### config.mk
export PLATFORM = sky130hd
export DESIGN_NAME = gcd_job_sequencer_flat
export DESIGN_NICKNAME = d
export VERILOG_FILES = /design/src/rtl/gcd_ctrl_pkg.sv /design/src/rtl/gcd_job_sequencer_if.sv /design/src/rtl/gcd_job_sequencer.sv /design/src/flat_wrapper.sv
export SDC_FILE = /design/constraint.sdc
export NUM_CORES = 1
export LEC_CHECK = 0
export ABC_CLOCK_PERIOD_IN_PS = 5680
export CAP_MARGIN = 10
export CORE_MARGIN = 3
export CORE_UTILIZATION = 53
export DETAILED_ROUTE_END_ITERATION = 10
export GPL_TIMING_DRIVEN = 0
export PLACE_DENSITY = 0.84
export SLEW_MARGIN = 30
export SYNTH_ARGS = -nofsm -noshare
export SYNTH_HDL_FRONTEND = slang
export SYNTH_SLANG_ARGS = --single-unit
### constraint.sdc
create_clock -name CLK -period 5.68 [get_ports CLK]
set_input_delay 0.568 -clock CLK [delete_from_list [all_inputs] [get_ports CLK]]
set_output_delay 0.568 -clock CLK [all_outputs]
set_load 0.02 [all_outputs]
### src/rtl/gcd_ctrl_pkg.sv
// Shared types and defaults for the GCD job sequencer.
package gcd_ctrl_pkg;

    localparam int CNT_W_DEF      = 32;
    localparam int CLR_CYCLES_DEF = 2;

    // Job phases; every strobe is decoded directly from this state.
    typedef enum logic [2:0] {
        S_IDLE,
        S_LOAD,
        S_CLEAR,
        S_RUN,
        S_CAPTURE,
        S_FLUSH
    } state_t;

    // Completion code reported to software through the STATUS register.
    typedef enum logic [1:0] {
        ST_NONE    = 2'b00,
        ST_OK      = 2'b01,
        ST_TIMEOUT = 2'b10,
        ST_ABORT   = 2'b11
    } status_t;

endpackage

### src/rtl/gcd_job_sequencer_if.sv
// Command/status and core-control signals between the register bank,
// the GCD core and the job sequencer.
interface gcd_job_sequencer_if
    import gcd_ctrl_pkg::*;
#(
    parameter int CNT_W = CNT_W_DEF
) ();

    logic             CMD_START;
    logic             CMD_ABORT;
    logic             IRQ_CLEAR;
    logic [CNT_W-1:0] TIMEOUT_LIMIT;
    logic             DONE;

    logic             ARGS_LOAD;
    logic             CORE_CLEAR;
    logic             CORE_START;
    logic             RESULT_CAPTURE;
    logic             BUSY;
    logic [1:0]       STATUS;
    logic [CNT_W-1:0] CYCLE_COUNT;
    logic             IRQ;

    // Register bank / core side: issues commands, observes strobes.
    modport master (
        output CMD_START, CMD_ABORT, IRQ_CLEAR, TIMEOUT_LIMIT, DONE,
        input  ARGS_LOAD, CORE_CLEAR, CORE_START, RESULT_CAPTURE,
        input  BUSY, STATUS, CYCLE_COUNT, IRQ
    );

    // Sequencer side.
    modport slave (
        input  CMD_START, CMD_ABORT, IRQ_CLEAR, TIMEOUT_LIMIT, DONE,
        output ARGS_LOAD, CORE_CLEAR, CORE_START, RESULT_CAPTURE,
        output BUSY, STATUS, CYCLE_COUNT, IRQ
    );

endinterface

### src/rtl/gcd_job_sequencer.sv
// Sequences one GCD job per software command: load args, clear core,
// start it, wait for DONE / timeout / abort, then capture or flush.
module gcd_job_sequencer
    import gcd_ctrl_pkg::*;
#(
    parameter int CNT_W      = CNT_W_DEF,
    parameter int CLR_CYCLES = CLR_CYCLES_DEF
) (
    input logic                CLK,
    input logic                RESET,
    gcd_job_sequencer_if.slave bus
);

    localparam int               CLR_W    = (CLR_CYCLES > 1) ? $clog2(CLR_CYCLES) : 1;
    localparam logic [CLR_W-1:0] CLR_LAST = CLR_W'(CLR_CYCLES - 1);

    state_t           state;
    status_t          status;
    logic [CNT_W-1:0] cycle_count;
    logic             irq;
    logic [CLR_W-1:0] clr_cnt;
    logic             first_run;

    // DONE is a level that may still be high from the previous job, so it
    // is only trusted from the second RUN cycle on.
    logic done_ok;
    logic timeout_hit;
    logic irq_set;

    assign done_ok     = (state == S_RUN) && bus.DONE && !first_run;
    assign timeout_hit = (bus.TIMEOUT_LIMIT != '0) && (cycle_count == bus.TIMEOUT_LIMIT);
    assign irq_set     = (state == S_CAPTURE) || ((state == S_FLUSH) && (clr_cnt == '0));

    // Strobes come straight from the state register, no extra cycle.
    assign bus.ARGS_LOAD      = (state == S_LOAD);
    assign bus.CORE_CLEAR     = (state == S_CLEAR) || (state == S_FLUSH);
    assign bus.CORE_START     = (state == S_RUN) && first_run;
    assign bus.RESULT_CAPTURE = (state == S_CAPTURE);
    assign bus.BUSY           = (state != S_IDLE);
    assign bus.STATUS         = status;
    assign bus.CYCLE_COUNT    = cycle_count;
    assign bus.IRQ            = irq;

    // Job FSM with its counters and sticky completion flags.
    // NOTE: every register here uses <= so all updates see the pre-edge values.
    always_ff @(posedge CLK) begin
        if (RESET) begin
            state       <= S_IDLE;
            status      <= ST_NONE;
            cycle_count <= '0;
            irq         <= 1'b0;
            clr_cnt     <= '0;
            first_run   <= 1'b0;
        end else begin
            case (state)
                S_IDLE: begin
                    if (bus.CMD_START) begin
                        state       <= S_LOAD;
                        status      <= ST_NONE;
                        cycle_count <= '0;
                    end
                end
                S_LOAD: begin
                    clr_cnt <= CLR_LAST;
                    if (bus.CMD_ABORT) begin
                        state  <= S_FLUSH;
                        status <= ST_ABORT;
                    end else begin
                        state <= S_CLEAR;
                    end
                end
                S_CLEAR: begin
                    if (bus.CMD_ABORT) begin
                        state   <= S_FLUSH;
                        status  <= ST_ABORT;
                        clr_cnt <= CLR_LAST;
                    end else if (clr_cnt == '0) begin
                        state     <= S_RUN;
                        first_run <= 1'b1;
                    end else begin
                        clr_cnt <= clr_cnt - 1'b1;
                    end
                end
                S_RUN: begin
                    first_run <= 1'b0;
                    if (done_ok) begin
                        state <= S_CAPTURE;
                    end else begin
                        if (!timeout_hit && (cycle_count != '1)) begin
                            cycle_count <= cycle_count + 1'b1;
                        end
                        if (bus.CMD_ABORT) begin
                            state   <= S_FLUSH;
                            status  <= ST_ABORT;
                            clr_cnt <= CLR_LAST;
                        end else if (timeout_hit) begin
                            state   <= S_FLUSH;
                            status  <= ST_TIMEOUT;
                            clr_cnt <= CLR_LAST;
                        end
                    end
                end
                S_CAPTURE: begin
                    status <= ST_OK;
                    state  <= S_IDLE;
                end
                S_FLUSH: begin
                    if (clr_cnt == '0) begin
                        state <= S_IDLE;
                    end else begin
                        clr_cnt <= clr_cnt - 1'b1;
                    end
                end
                default: state <= S_IDLE;
            endcase

            // Completion beats a coincident clear so no interrupt is lost.
            if (irq_set) begin
                irq <= 1'b1;
            end else if (bus.IRQ_CLEAR || ((state == S_IDLE) && bus.CMD_START)) begin
                irq <= 1'b0;
            end
        end
    end

endmodule

### src/flat_wrapper.sv
// flat-port wrapper written by rule: the top's interface ports become plain ports
module gcd_job_sequencer_flat import gcd_ctrl_pkg::*;
#(
    parameter int CNT_W      = CNT_W_DEF,
    parameter int CLR_CYCLES = CLR_CYCLES_DEF
)
  (CLK, RESET, bus_CMD_START, bus_CMD_ABORT, bus_IRQ_CLEAR, bus_TIMEOUT_LIMIT, bus_DONE, bus_ARGS_LOAD, bus_CORE_CLEAR, bus_CORE_START, bus_RESULT_CAPTURE, bus_BUSY, bus_STATUS, bus_CYCLE_COUNT, bus_IRQ);
  gcd_job_sequencer_if #(.CNT_W(CNT_W)) bus_i ();
  input logic CLK;
  input logic RESET;
  input wire logic [$bits(bus_i.CMD_START)-1:0] bus_CMD_START;
  input wire logic [$bits(bus_i.CMD_ABORT)-1:0] bus_CMD_ABORT;
  input wire logic [$bits(bus_i.IRQ_CLEAR)-1:0] bus_IRQ_CLEAR;
  input wire logic [$bits(bus_i.TIMEOUT_LIMIT)-1:0] bus_TIMEOUT_LIMIT;
  input wire logic [$bits(bus_i.DONE)-1:0] bus_DONE;
  output wire logic [$bits(bus_i.ARGS_LOAD)-1:0] bus_ARGS_LOAD;
  output wire logic [$bits(bus_i.CORE_CLEAR)-1:0] bus_CORE_CLEAR;
  output wire logic [$bits(bus_i.CORE_START)-1:0] bus_CORE_START;
  output wire logic [$bits(bus_i.RESULT_CAPTURE)-1:0] bus_RESULT_CAPTURE;
  output wire logic [$bits(bus_i.BUSY)-1:0] bus_BUSY;
  output wire logic [$bits(bus_i.STATUS)-1:0] bus_STATUS;
  output wire logic [$bits(bus_i.CYCLE_COUNT)-1:0] bus_CYCLE_COUNT;
  output wire logic [$bits(bus_i.IRQ)-1:0] bus_IRQ;
  assign bus_i.CMD_START = bus_CMD_START;
  assign bus_i.CMD_ABORT = bus_CMD_ABORT;
  assign bus_i.IRQ_CLEAR = bus_IRQ_CLEAR;
  assign bus_i.TIMEOUT_LIMIT = bus_TIMEOUT_LIMIT;
  assign bus_i.DONE = bus_DONE;
  assign bus_ARGS_LOAD = bus_i.ARGS_LOAD;
  assign bus_CORE_CLEAR = bus_i.CORE_CLEAR;
  assign bus_CORE_START = bus_i.CORE_START;
  assign bus_RESULT_CAPTURE = bus_i.RESULT_CAPTURE;
  assign bus_BUSY = bus_i.BUSY;
  assign bus_STATUS = bus_i.STATUS;
  assign bus_CYCLE_COUNT = bus_i.CYCLE_COUNT;
  assign bus_IRQ = bus_i.IRQ;
  gcd_job_sequencer #(.CNT_W(CNT_W), .CLR_CYCLES(CLR_CYCLES)) u_core (.CLK(CLK), .RESET(RESET), .bus(bus_i));
endmodule
==> flow_summary.toml, run 1 <==
[run_status]
outcome = "finished clean"

[clock_tree]
h_tree_levels = 2
clkTransAtPathRegs_ns = 0.08
postCtsSetupRepairBufs = 0
cts_resized = 0
cts.path.max_buffers = 2
clock-root-buffer = "sky130_fd_sc_hd__clkbuf_8"
number_of_hold_buffers_added_after_cts = 0
cts_inserted_buffers = 5
cts.sink_count = 40
clk-insertion-delay-late_ns = 0.30
tritoncts = "done"

[logic_synthesis]
cell_area_after_synthesis_mm2 = 0.00291
synth_most_common_cell = "sky130_fd_sc_hd__a31oi_1"
synthDistinctLibCells = 60
async_flop_share_pct = 0
synth_sequential_area_ratio_pct = 27.5
synth.cells.most_frequent = "44 x sky130_fd_sc_hd__a31oi_1, 40 x sky130_fd_sc_hd__dfxtp_1, 32 x sky130_fd_sc_hd__xor2_1"
synthDominantAreaCellType = "sky130_fd_sc_hd__dfxtp_1"
mappedNetlistNets = 411
synth.area.top_cells = "sky130_fd_sc_hd__dfxtp_1 28%, sky130_fd_sc_hd__xor2_1 9.6%, sky130_fd_sc_hd__a31oi_1 9.5%"
gate_count_after_technology_mapping = 372
yosys_register_bits = 40
synth-warning-count = 0
synth_enable_flop_cells = 0
synth_largest_type_area_fraction_pct = 27.5
yosys_most_used_dff = "sky130_fd_sc_hd__dfxtp_1"
synth_area_per_cell_um2 = 7.82

[die]
pin_count = 78
die_area_mm2 = 0.00642
initial_utilization_pct = 55.9
std_cell_rows = 26
coreArea_mm2 = 0.00520
die_width_um = 80.1
fp.dieH_um = 80.1

[global_route]
grt.total_usage_pct = 31.8
vias_in_the_first_global_route = 3344
first_pass_grt_wire_length_um = 16200
grt_remaining_overflow = 0
grt_antenna_before_repair = 0
largest_net_degree_at_the_start_of_global_routing = 14

[power_and_ir_drop]
report.power.total_mw = 0.684
worst_ir_drop_vdd_v = 0.000151
leakage_nw = 1.39
power_per_cell_area_mw_per_mm2 = 176

[route]
dr_total_vias = 3474
routed_via_density = 6.59
drc = 0
detail-route-antenna-nets = 0
detailedRoute.firstIterationViolations = 327
finalWirelength_um = 10000
number_of_search_and_repair_iterations_in_the_first_detailed_routing_pass = 5
avgRoutedWirePerCell_um = 19.1

[layout]
final_area_mm2 = 0.00388
fillerInstances = 444
post_layout_nonfiller_instances = 527
antenna-diode-count = 0
layout-drive-gt1-share_pct = 10.1
area_delta_synth_final_pct = 33.3
final_net_count = 495
final_core_util_pct = 74.5

[critical_path]
largest_fanout_on_the_critical_path = 10
startpoint_type = "flop"
worst-setup-path-type = "reg -> out"
cp_data_required_time_ns = 5.11
critPathCaptureType = "output port"
r2r_slack_ns = 3.00
cp_data_arrival_time_ns = 2.27
reg2regPathDepth = 8

[timing]
count_of_final_setup_violators = 0
slew_viol_final = 0
fin_crit_ns = 2.83
relSlewSlack_pct = 48.5
worst_pin_slew_ns = 0.768
unrepaired_setup_endpoints_after_global_routing = "false"
final_critical_path_setup_slack_ns = 2.85
holdWs_ns = 0.521
final_hold_viol_count = 0
setup_tns_ns = 0
timing.final.crit_share_pct = 49.9
fin_skew_ns = 0.00934
clock.fmax_mhz = 353

[placement]
final_weighted_congestion_in_routability_driven_placement = 1.00
dp_hpwl_um = 7360
port_buffers = 77
place_inst = 519
placed_area_mm2 = 0.00377
place_worst_setup_slack_ns = 2.86

[worst_hold_path]
hold_path.class = "reg -> reg"
hold_path_depth = 2

[run]
max_cap_violations = 0
## placed cells by master, fill, tap and decap left out, types with 3 or more instances in the layout
cell type                         Yosys  routed
sky130_fd_sc_hd__o31ai_1              3       3
sky130_fd_sc_hd__nor3b_1              3       3
sky130_fd_sc_hd__or3_1                5       5
sky130_fd_sc_hd__nand3_1             18      18
sky130_fd_sc_hd__and3_1               7       7
sky130_fd_sc_hd__clkdlybuf4s50_1      0      77
sky130_fd_sc_hd__buf_6                8       8
sky130_fd_sc_hd__nor4_1              17      17
sky130_fd_sc_hd__clkbuf_8             0       5
sky130_fd_sc_hd__inv_1               15      15
sky130_fd_sc_hd__nand4_1             11      11
sky130_fd_sc_hd__clkbuf_1             7       7
sky130_fd_sc_hd__nor3_1              10      10
sky130_fd_sc_hd__a31oi_1             44      44
sky130_fd_sc_hd__nor4_2               3       3
sky130_fd_sc_hd__nand2b_1             5       5
sky130_fd_sc_hd__a211oi_1             3       3
sky130_fd_sc_hd__o21ai_1              5       5
sky130_fd_sc_hd__o21ai_0             12      12
sky130_fd_sc_hd__xor2_1              32      32
sky130_fd_sc_hd__a21oi_1             11      11
sky130_fd_sc_hd__nor2_1              28      28
sky130_fd_sc_hd__dfxtp_1             40      40
sky130_fd_sc_hd__nand2_1             24      24
sky130_fd_sc_hd__o311ai_0             3       3
sky130_fd_sc_hd__buf_2                9       9
sky130_fd_sc_hd__o211ai_1             3       3
## where the power goes
| group | switching, mW | internal, mW | total [mW] |
|---|---|---|---|
| Sequential | 0.00251 | 0.285 | 0.288 |
| Clock | 0.108 | 0.130 | 0.238 |
| Combinational | 0.0902 | 0.0678 | 0.158 |
| Total | 0.200 | 0.483 | 0.684 |
## path summary, 6_finish.rpt
kind                                                                end                              startpoint
worst min-delay path                  u_core.bus.STATUS[0]$_SDFFE_PP0P_       u_core.bus.STATUS[0]$_SDFFE_PP0P_
worst max-delay path                                     bus_CORE_START            u_core.state[2]$_SDFFE_PP0P_
worst max register to register  u_core.bus.CYCLE_COUNT[16]$_SDFFE_PP0P_  u_core.bus.CYCLE_COUNT[0]$_SDFFE_PP0P_
worst min register to register        u_core.bus.STATUS[0]$_SDFFE_PP0P_       u_core.bus.STATUS[0]$_SDFFE_PP0P_
## area by class of cell
cell class | instances | area, um2 | area share, %
clock inverters | 3 | 42.5 | 1.10
multi-input cells | 287 | 1860 | 47.9
plain buffers | 29 | 190 | 4.90
inverters | 16 | 60.1 | 1.55
clock buffers | 5 | 68.8 | 1.77
repair buffers | 77 | 771 | 19.9
flip-flops and latches | 40 | 801 | 20.6
well taps | 70 | 87.6 | 2.26
## state kept, by name, indices dropped and copies added (netlist names)
name,cells
u_core.state,3
u_core.bus.IRQ,1
u_core.bus.STATUS,2
u_core.clr_cnt,1
u_core.first_run,1
u_core.bus.CYCLE_COUNT,32
## cell families after synthesis
kind of cell | synth area share, %
muxes | 0.731
xor gates and xnor gates | 9.63
and+or+nand+nor | 28.6
adders and majority gates | 0.430
DFF | 27.5
AOI/OAI and AO/OA | 24.5
buffers and inverters | 8.60
## critical path: stages (launching register included)
cell,delay [ns]
sky130_fd_sc_hd__dfxtp_1,0.31
sky130_fd_sc_hd__buf_2,0.18
sky130_fd_sc_hd__clkinv_1,0.30
sky130_fd_sc_hd__and3_1,0.29
sky130_fd_sc_hd__buf_2,0.19
sky130_fd_sc_hd__and2_1,0.18
sky130_fd_sc_hd__clkdlybuf4s50_1,0.53
## metal layers
| metal | vias up | wire (um) | track usage (%) |
|---|---|---|---|
| li1 | 1583 | - | - |
| met1 | 1618 | 4180 | 41.4 |
| met2 | 236 | 4470 | 50.5 |
| met3 | 37 | 1110 | 6.73 |
| met4 | 0 | 284 | 13.7 |
| met5 | - | 0 | 0 |
No activity file was read; power rests on OpenSTA's default activity.
==> inputs of run 2 (changes only) <==
--- a/config.mk
+++ b/config.mk
@@ -5,13 +5,13 @@
 export SDC_FILE = /design/constraint.sdc
 export NUM_CORES = 1
 export LEC_CHECK = 0
-export ABC_CLOCK_PERIOD_IN_PS = 5680
+export ABC_CLOCK_PERIOD_IN_PS = 2400
 export CAP_MARGIN = 10
 export CORE_MARGIN = 3
-export CORE_UTILIZATION = 53
+export CORE_UTILIZATION = 44
 export DETAILED_ROUTE_END_ITERATION = 10
 export GPL_TIMING_DRIVEN = 0
-export PLACE_DENSITY = 0.84
+export PLACE_DENSITY = 0.75
 export SLEW_MARGIN = 30
 export SYNTH_ARGS = -nofsm -noshare
 export SYNTH_HDL_FRONTEND = slang
==> constraint.sdc (replaced) <==
create_clock -name CLK -period 2.4 [get_ports CLK]
set_input_delay 0.24 -clock CLK [delete_from_list [all_inputs] [get_ports CLK]]
set_output_delay 0.24 -clock CLK [all_outputs]
set_load 0.02 [all_outputs]
==> run 2 against run 1 <==
Net effect: setup slack worse by 2.8 ns; cell area up 2.1%; flip-flop and latch count stayed put; sequential share of layout area decreased by 0.36 points; clock-buffer cell count is 1 higher; sequential power up 140%; cell count is 2.1% higher.
==> flow_summary.toml, run 2 (same netlist as run 1, synthesis figures left out) <==
[timing]
timing.final.crit_share_pct = 96.3
clock.fmax_mhz = 433
worst_pin_slew_ns = 0.529
fin_crit_ns = 2.31
fin_skew_ns = 0.00893
final_critical_path_setup_slack_ns = 0.0885
slew_viol_final = 0
final_hold_viol_count = 0
count_of_final_setup_violators = 0
relSlewSlack_pct = 64.7

[run]
max_cap_violations = 0

[power_and_ir_drop]
worst_ir_drop_vdd_v = 0.000293
report.power.total_mw = 1.62
leakage_nw = 1.46
power_per_cell_area_mw_per_mm2 = 408

[placement]
place_worst_setup_slack_ns = -0.252
placed_area_mm2 = 0.00378
port_buffers = 77
dp_hpwl_um = 7540
final_weighted_congestion_in_routability_driven_placement = 0.914
place_inst = 526

[worst_hold_path]
hold_path_depth = 1
worst_hold_startpoint = "u_core.bus.CYCLE_COUNT[25]$_SDFFE_PP0P_"
hold_path.class = "reg -> reg"
min_delay_worst_endpoint = "u_core.bus.CYCLE_COUNT[25]$_SDFFE_PP0P_"

[clock_tree]
clkTransAtPathRegs_ns = 0.08
clock-root-buffer = "sky130_fd_sc_hd__clkbuf_8"
clk-insertion-delay-late_ns = 0.30
cts.sink_count = 40
cts.path.max_buffers = 2
h_tree_levels = 2
cts_inserted_buffers = 5
number_of_hold_buffers_added_after_cts = 0
tritoncts = "done"

[global_route]
grt_antenna_before_repair = 0
first_pass_grt_wire_length_um = 16200
grt_remaining_overflow = 0
vias_in_the_first_global_route = 3249
largest_net_degree_at_the_start_of_global_routing = 13
grt.total_usage_pct = 26.7

[critical_path]
r2r_slack_ns = 0.09
worst-setup-path-type = "reg -> reg"
regToRegStartpoint = "u_core.bus.CYCLE_COUNT[4]$_SDFFE_PP0P_"
path_buf_inv = 3
startpoint_type = "flop"
cp_data_required_time_ns = 2.58
crit_path_top_delay_cell = "sky130_fd_sc_hd__nor4_1"
critPathCaptureType = "flop"
critical_path.reg2reg.endpoint = "u_core.bus.CYCLE_COUNT[7]$_SDFFE_PP0P_"
reg2regPathDepth = 9
largest_fanout_on_the_critical_path = 10
timing.critical_path.slowest_cell_delay_ns = 0.33
crit_path_cell_chain = "clkbuf_2 -> xor2_1 -> nor4_1 -> nand4_1 -> buf_4 -> o31a_1 -> buf_2 -> a32oi_1 -> o21ai_1"
cp_top_family = "compound AO/OA/AOI/OAI gates"
cp_data_arrival_time_ns = 2.50

[die]
coreArea_mm2 = 0.00639
std_cell_rows = 29
pin_count = 78
die_area_mm2 = 0.00763
fp.dieH_um = 87.3
die_width_um = 87.3
initial_utilization_pct = 45.6

[layout]
final_area_mm2 = 0.00396
layout-drive-gt1-share_pct = 12.8
seqCellArea_um2 = 803
multi_input_comb_area_mm2 = 0.00189
antenna-diode-count = 0
area_delta_synth_final_pct = 36.1
fillerInstances = 610
largest_register_ffs = 32
layout.cells.most_common_list = "77 x sky130_fd_sc_hd__clkdlybuf4s50_1, 44 x sky130_fd_sc_hd__a31oi_1, 38 x sky130_fd_sc_hd__dfxtp_1"
post_layout_nonfiller_instances = 538
final_core_util_pct = 62.0
mostFrequentLayoutCell = "sky130_fd_sc_hd__clkdlybuf4s50_1"
final_net_count = 499

[route]
routed_via_density = 6.30
number_of_search_and_repair_iterations_in_the_first_detailed_routing_pass = 5
avgRoutedWirePerCell_um = 19.1
drc = 0
detail-route-antenna-nets = 0
detailedRoute.firstIterationViolations = 312
dr_total_vias = 3390
finalWirelength_um = 10300

[run_status]
outcome = "finished clean"
run 2: worst max path at each step:
stage,cells after the start,start,endpoint
after floorplan,9,u_core.bus.CYCLE_COUNT[0]$_SDFFE_PP0P_,u_core.bus.CYCLE_COUNT[21]$_SDFFE_PP0P_
after global placement,8,u_core.bus.CYCLE_COUNT[1]$_SDFFE_PP0P_,u_core.bus.CYCLE_COUNT[7]$_SDFFE_PP0P_
after detailed placement,8,u_core.bus.CYCLE_COUNT[1]$_SDFFE_PP0P_,u_core.bus.CYCLE_COUNT[7]$_SDFFE_PP0P_
after CTS,8,u_core.bus.CYCLE_COUNT[13]$_SDFFE_PP0P_,u_core.bus.CYCLE_COUNT[22]$_SDFFE_PP0P_
after global routing,9,u_core.bus.CYCLE_COUNT[0]$_SDFFE_PP0P_,u_core.bus.CYCLE_COUNT[25]$_SDFFE_PP0P_
final,9,u_core.bus.CYCLE_COUNT[4]$_SDFFE_PP0P_,u_core.bus.CYCLE_COUNT[7]$_SDFFE_PP0P_
run 2: final cells by class:
type                    instances  share of cell area [%]
flip-flops and latches         40                    20.3
multi-input cells             287                    47.8
clock inverters                 2                   0.884
plain buffers                  28                    4.83
repair buffers                 82                    20.4
inverters                      16                    1.58
clock buffers                   6                    1.83
well taps                      77                    2.43
run 2: what timing repair did:
action,CTS,global route
endpoints found under the setup margin,33,26
resized for setup,8,7
buffers inserted,1,4
pin swaps,1,2
endpoints found under the hold margin,0,0
run 2: power breakdown:
part	total [mW]	leakage (nW)	internal, mW	switching, mW
sequential	0.683	0.324	0.675	0.00829
clock	0.560	0.0552	0.309	0.251
combinational	0.373	1.09	0.162	0.211
total	1.62	1.46	1.15	0.470
run 2: through the flow:
| step | hold WS, ns | setup TNS [ns] |
|---|---|---|
| 6_report | 0.529 | 0 |
| 5_1_grt | 0.566 | -0.00216 |
| 4_1_cts | 0.527 | 0 |
| 3_5_place_dp | 0.509 | -4.25 |
| 3_3_place_gp | 0.500 | -4.50 |
| 2_1_floorplan | 0.439 | 0 |
run 2: metal layers:
layer / vias to the layer above / GRT usage, % / share of wire, %
met1: 1555 / 34.8 / 42
li1: 1579 / - / -
met4: 0 / 10.5 / 3.7
met3: 41 / 4.45 / 9.2
met2: 215 / 43.7 / 45
met5: - / 0 / 0
==> inputs of run 3 (changes only) <==
--- a/config.mk
+++ b/config.mk
@@ -5,13 +5,13 @@
 export SDC_FILE = /design/constraint.sdc
 export NUM_CORES = 1
 export LEC_CHECK = 0
-export ABC_CLOCK_PERIOD_IN_PS = 2400
+export ABC_CLOCK_PERIOD_IN_PS = 2300
 export CAP_MARGIN = 10
 export CORE_MARGIN = 3
-export CORE_UTILIZATION = 44
+export CORE_UTILIZATION = 49
 export DETAILED_ROUTE_END_ITERATION = 10
 export GPL_TIMING_DRIVEN = 0
-export PLACE_DENSITY = 0.75
+export PLACE_DENSITY = 0.79
 export SLEW_MARGIN = 30
 export SYNTH_ARGS = -nofsm -noshare
 export SYNTH_HDL_FRONTEND = slang
==> constraint.sdc (replaced) <==
create_clock -name CLK -period 2.3 [get_ports CLK]
set_input_delay 0.23 -clock CLK [delete_from_list [all_inputs] [get_ports CLK]]
set_output_delay 0.23 -clock CLK [all_outputs]
set_load 0.02 [all_outputs]
==> run 3 against run 2 <==
Net effect: the run now ends with negative setup slack left; first-iteration DRC count increased by 11%; worst hold slack got worse by 0.010 ns; cell count decreased by 0.74%; non-clock buffer count increased by 1; flip-flop and latch count unchanged; setup slack got worse by 0.12 ns; critical path depth decreased by 1; core utilization increased by 10 points; sequential share of layout area decreased by 0.20 points; die area decreased by 9.5%.
==> flow_summary.toml, run 3 (same netlist as run 1, synthesis figures left out) <==
[timing]
fin_skew_ns = 0.00695
slew_viol_final = 0
worst_pin_slew_ns = 0.514
count_of_final_setup_violators = 2
final_critical_path_setup_slack_ns = -0.0338
fin_crit_ns = 2.33
final_hold_viol_count = 0
timing.final.crit_share_pct = 101
clock.fmax_mhz = 428
relSlewSlack_pct = 65.8
unrepaired_setup_endpoints_after_global_routing = "true"

[clock_tree]
clk-insertion-delay-late_ns = 0.31
cts_inserted_buffers = 5
cts.path.max_buffers = 2
clkTransAtPathRegs_ns = 0.08
clock-root-buffer = "sky130_fd_sc_hd__clkbuf_8"
tritoncts = "done"
cts.sink_count = 40
h_tree_levels = 2

[run_status]
violated_checks = "negative setup slack"
outcome = "finished, violations left"

[die]
die_width_um = 83.1
pin_count = 78
fp.dieH_um = 83.1
std_cell_rows = 27
coreArea_mm2 = 0.00564
initial_utilization_pct = 51.6
die_area_mm2 = 0.00690

[global_route]
first_pass_grt_wire_length_um = 17200
grt.total_usage_pct = 30.2
grt_antenna_before_repair = 0
largest_net_degree_at_the_start_of_global_routing = 14
vias_in_the_first_global_route = 3473
grt_remaining_overflow = 0

[layout]
post_layout_nonfiller_instances = 534
largest_register_ffs = 32
area_delta_synth_final_pct = 40.3
multi_input_comb_area_mm2 = 0.00193
antenna-diode-count = 0
final_net_count = 500
fillerInstances = 467
layout.cells.most_common_list = "76 x sky130_fd_sc_hd__clkdlybuf4s50_1, 42 x sky130_fd_sc_hd__a31oi_1, 32 x sky130_fd_sc_hd__xor2_1"
seqCellArea_um2 = 820
layout-drive-gt1-share_pct = 16.9
mostFrequentLayoutCell = "sky130_fd_sc_hd__clkdlybuf4s50_1"

[critical_path]
crit_path_top_delay_cell = "sky130_fd_sc_hd__nor4_1"
critical_path.startpoint = "bus_TIMEOUT_LIMIT[0]"
cp_data_required_time_ns = 2.47
cp_data_arrival_time_ns = 2.50
critPathCaptureType = "flop"
crit_path_cell_chain = "clkdlybuf4s50_1 -> nor4_1 -> nand4_1 -> nor2_4 -> o31ai_4 -> buf_4 -> o311ai_0 -> o21ai_0"
path_buf_inv = 2
largest_fanout_on_the_critical_path = 10
cp_top_family = "simple AND/OR/NAND/NOR gates"
timing.critical_path.slowest_cell_delay_ns = 0.48
worst-setup-path-type = "in -> reg"
startpoint_type = "input pin"
regToRegStartpoint = "u_core.bus.CYCLE_COUNT[13]$_SDFFE_PP0P_"

[route]
drc = 0
dr.max_layer_used = "met4"
number_of_search_and_repair_iterations_in_the_first_detailed_routing_pass = 5
wl_met2_um = 4870
finalWirelength_um = 10700
wl_met1_um = 4270
detailroute.wirelength.met3_um = 1100
avgRoutedWirePerCell_um = 20.0
routed_via_density = 6.66
dr_total_vias = 3559
detailedRoute.firstIterationViolations = 345
detail-route-antenna-nets = 0

[worst_hold_path]
worst_hold_startpoint = "u_core.bus.CYCLE_COUNT[30]$_SDFFE_PP0P_"
hold_path.class = "reg -> reg"

[placement]
place_worst_setup_slack_ns = -0.338
port_buffers = 77
final_weighted_congestion_in_routability_driven_placement = 0.948
dp_hpwl_um = 7380
place_inst = 521

[power_and_ir_drop]
worst_ir_drop_vdd_v = 0.000339
leakage_nw = 1.51
power_per_cell_area_mw_per_mm2 = 472

[run]
max_cap_violations = 0
[run 3: timing repair]
action	in CTS	in global routing
hold buffers	0	0
buffers inserted	5	3
endpoints found under the setup margin	35	36
resized for setup	13	25
cloned	0	0
pin swaps	5	10
[run 3: path summary, 6_finish.rpt]
| check | slack (ns) | to | cells after the start |
|---|---|---|---|
| max | -0.03 | u_core.bus.CYCLE_COUNT[12]$_SDFFE_PP0P_ | 8 |
| min | 0.52 | u_core.bus.CYCLE_COUNT[30]$_SDFFE_PP0P_ | 2 |
| max reg2reg | 0.04 | u_core.bus.CYCLE_COUNT[28]$_SDFFE_PP0P_ | 9 |
| min reg2reg | 0.52 | u_core.bus.CYCLE_COUNT[30]$_SDFFE_PP0P_ | 2 |
[run 3: worst reg2reg max path: cells and delay by family, from the launching register on]
family / cells / cell delay, ns
xor gates and xnor gates: 1 / 0.19
buffers and inverters: 3 / 0.49
DFF: 1 / 0.37
AOI/OAI and AO/OA: 3 / 0.53
and+or+nand+nor: 2 / 0.57
[run 3: per-stage QoR]
stage                     setup TNS, ns  util (%)  cell area, um2  hold WS [ns]  power (mW)
final                           -0.0571      72.4            4080         0.519        1.93
after global routing             -0.772      72.4            4080         0.545        1.99
after CTS                             0      71.0            4010         0.520        1.92
after detailed placement          -9.15      66.8            3770         0.505        1.11
after global placement            -5.64      66.8            3770         0.492        1.10
after floorplan                       0         -            2910         0.429       0.941
[run 3: metal layers]
layer	up-vias	global-route usage, %
li1	1583	-
met1	1680	38.8
met2	247	48.5
met3	49	6.45
met4	0	13.1
met5	-	0
[run 3: power breakdown]
| group | internal (mW) | switching, mW |
|---|---|---|
| clock | 0.543 | 0.277 |
| sequential | 0.702 | 0.0127 |
| combinational | 0.169 | 0.221 |
| total | 1.41 | 0.511 |
[run 3: final cells by class]
class                   count  area share (%)
multi-input cells         287            47.4
repair buffers             85            20.4
well taps                  72            2.21
clock inverters             3            2.21
inverters                  16            1.50
flip-flops and latches     40            20.1
plain buffers              26            4.54
clock buffers               5            1.69
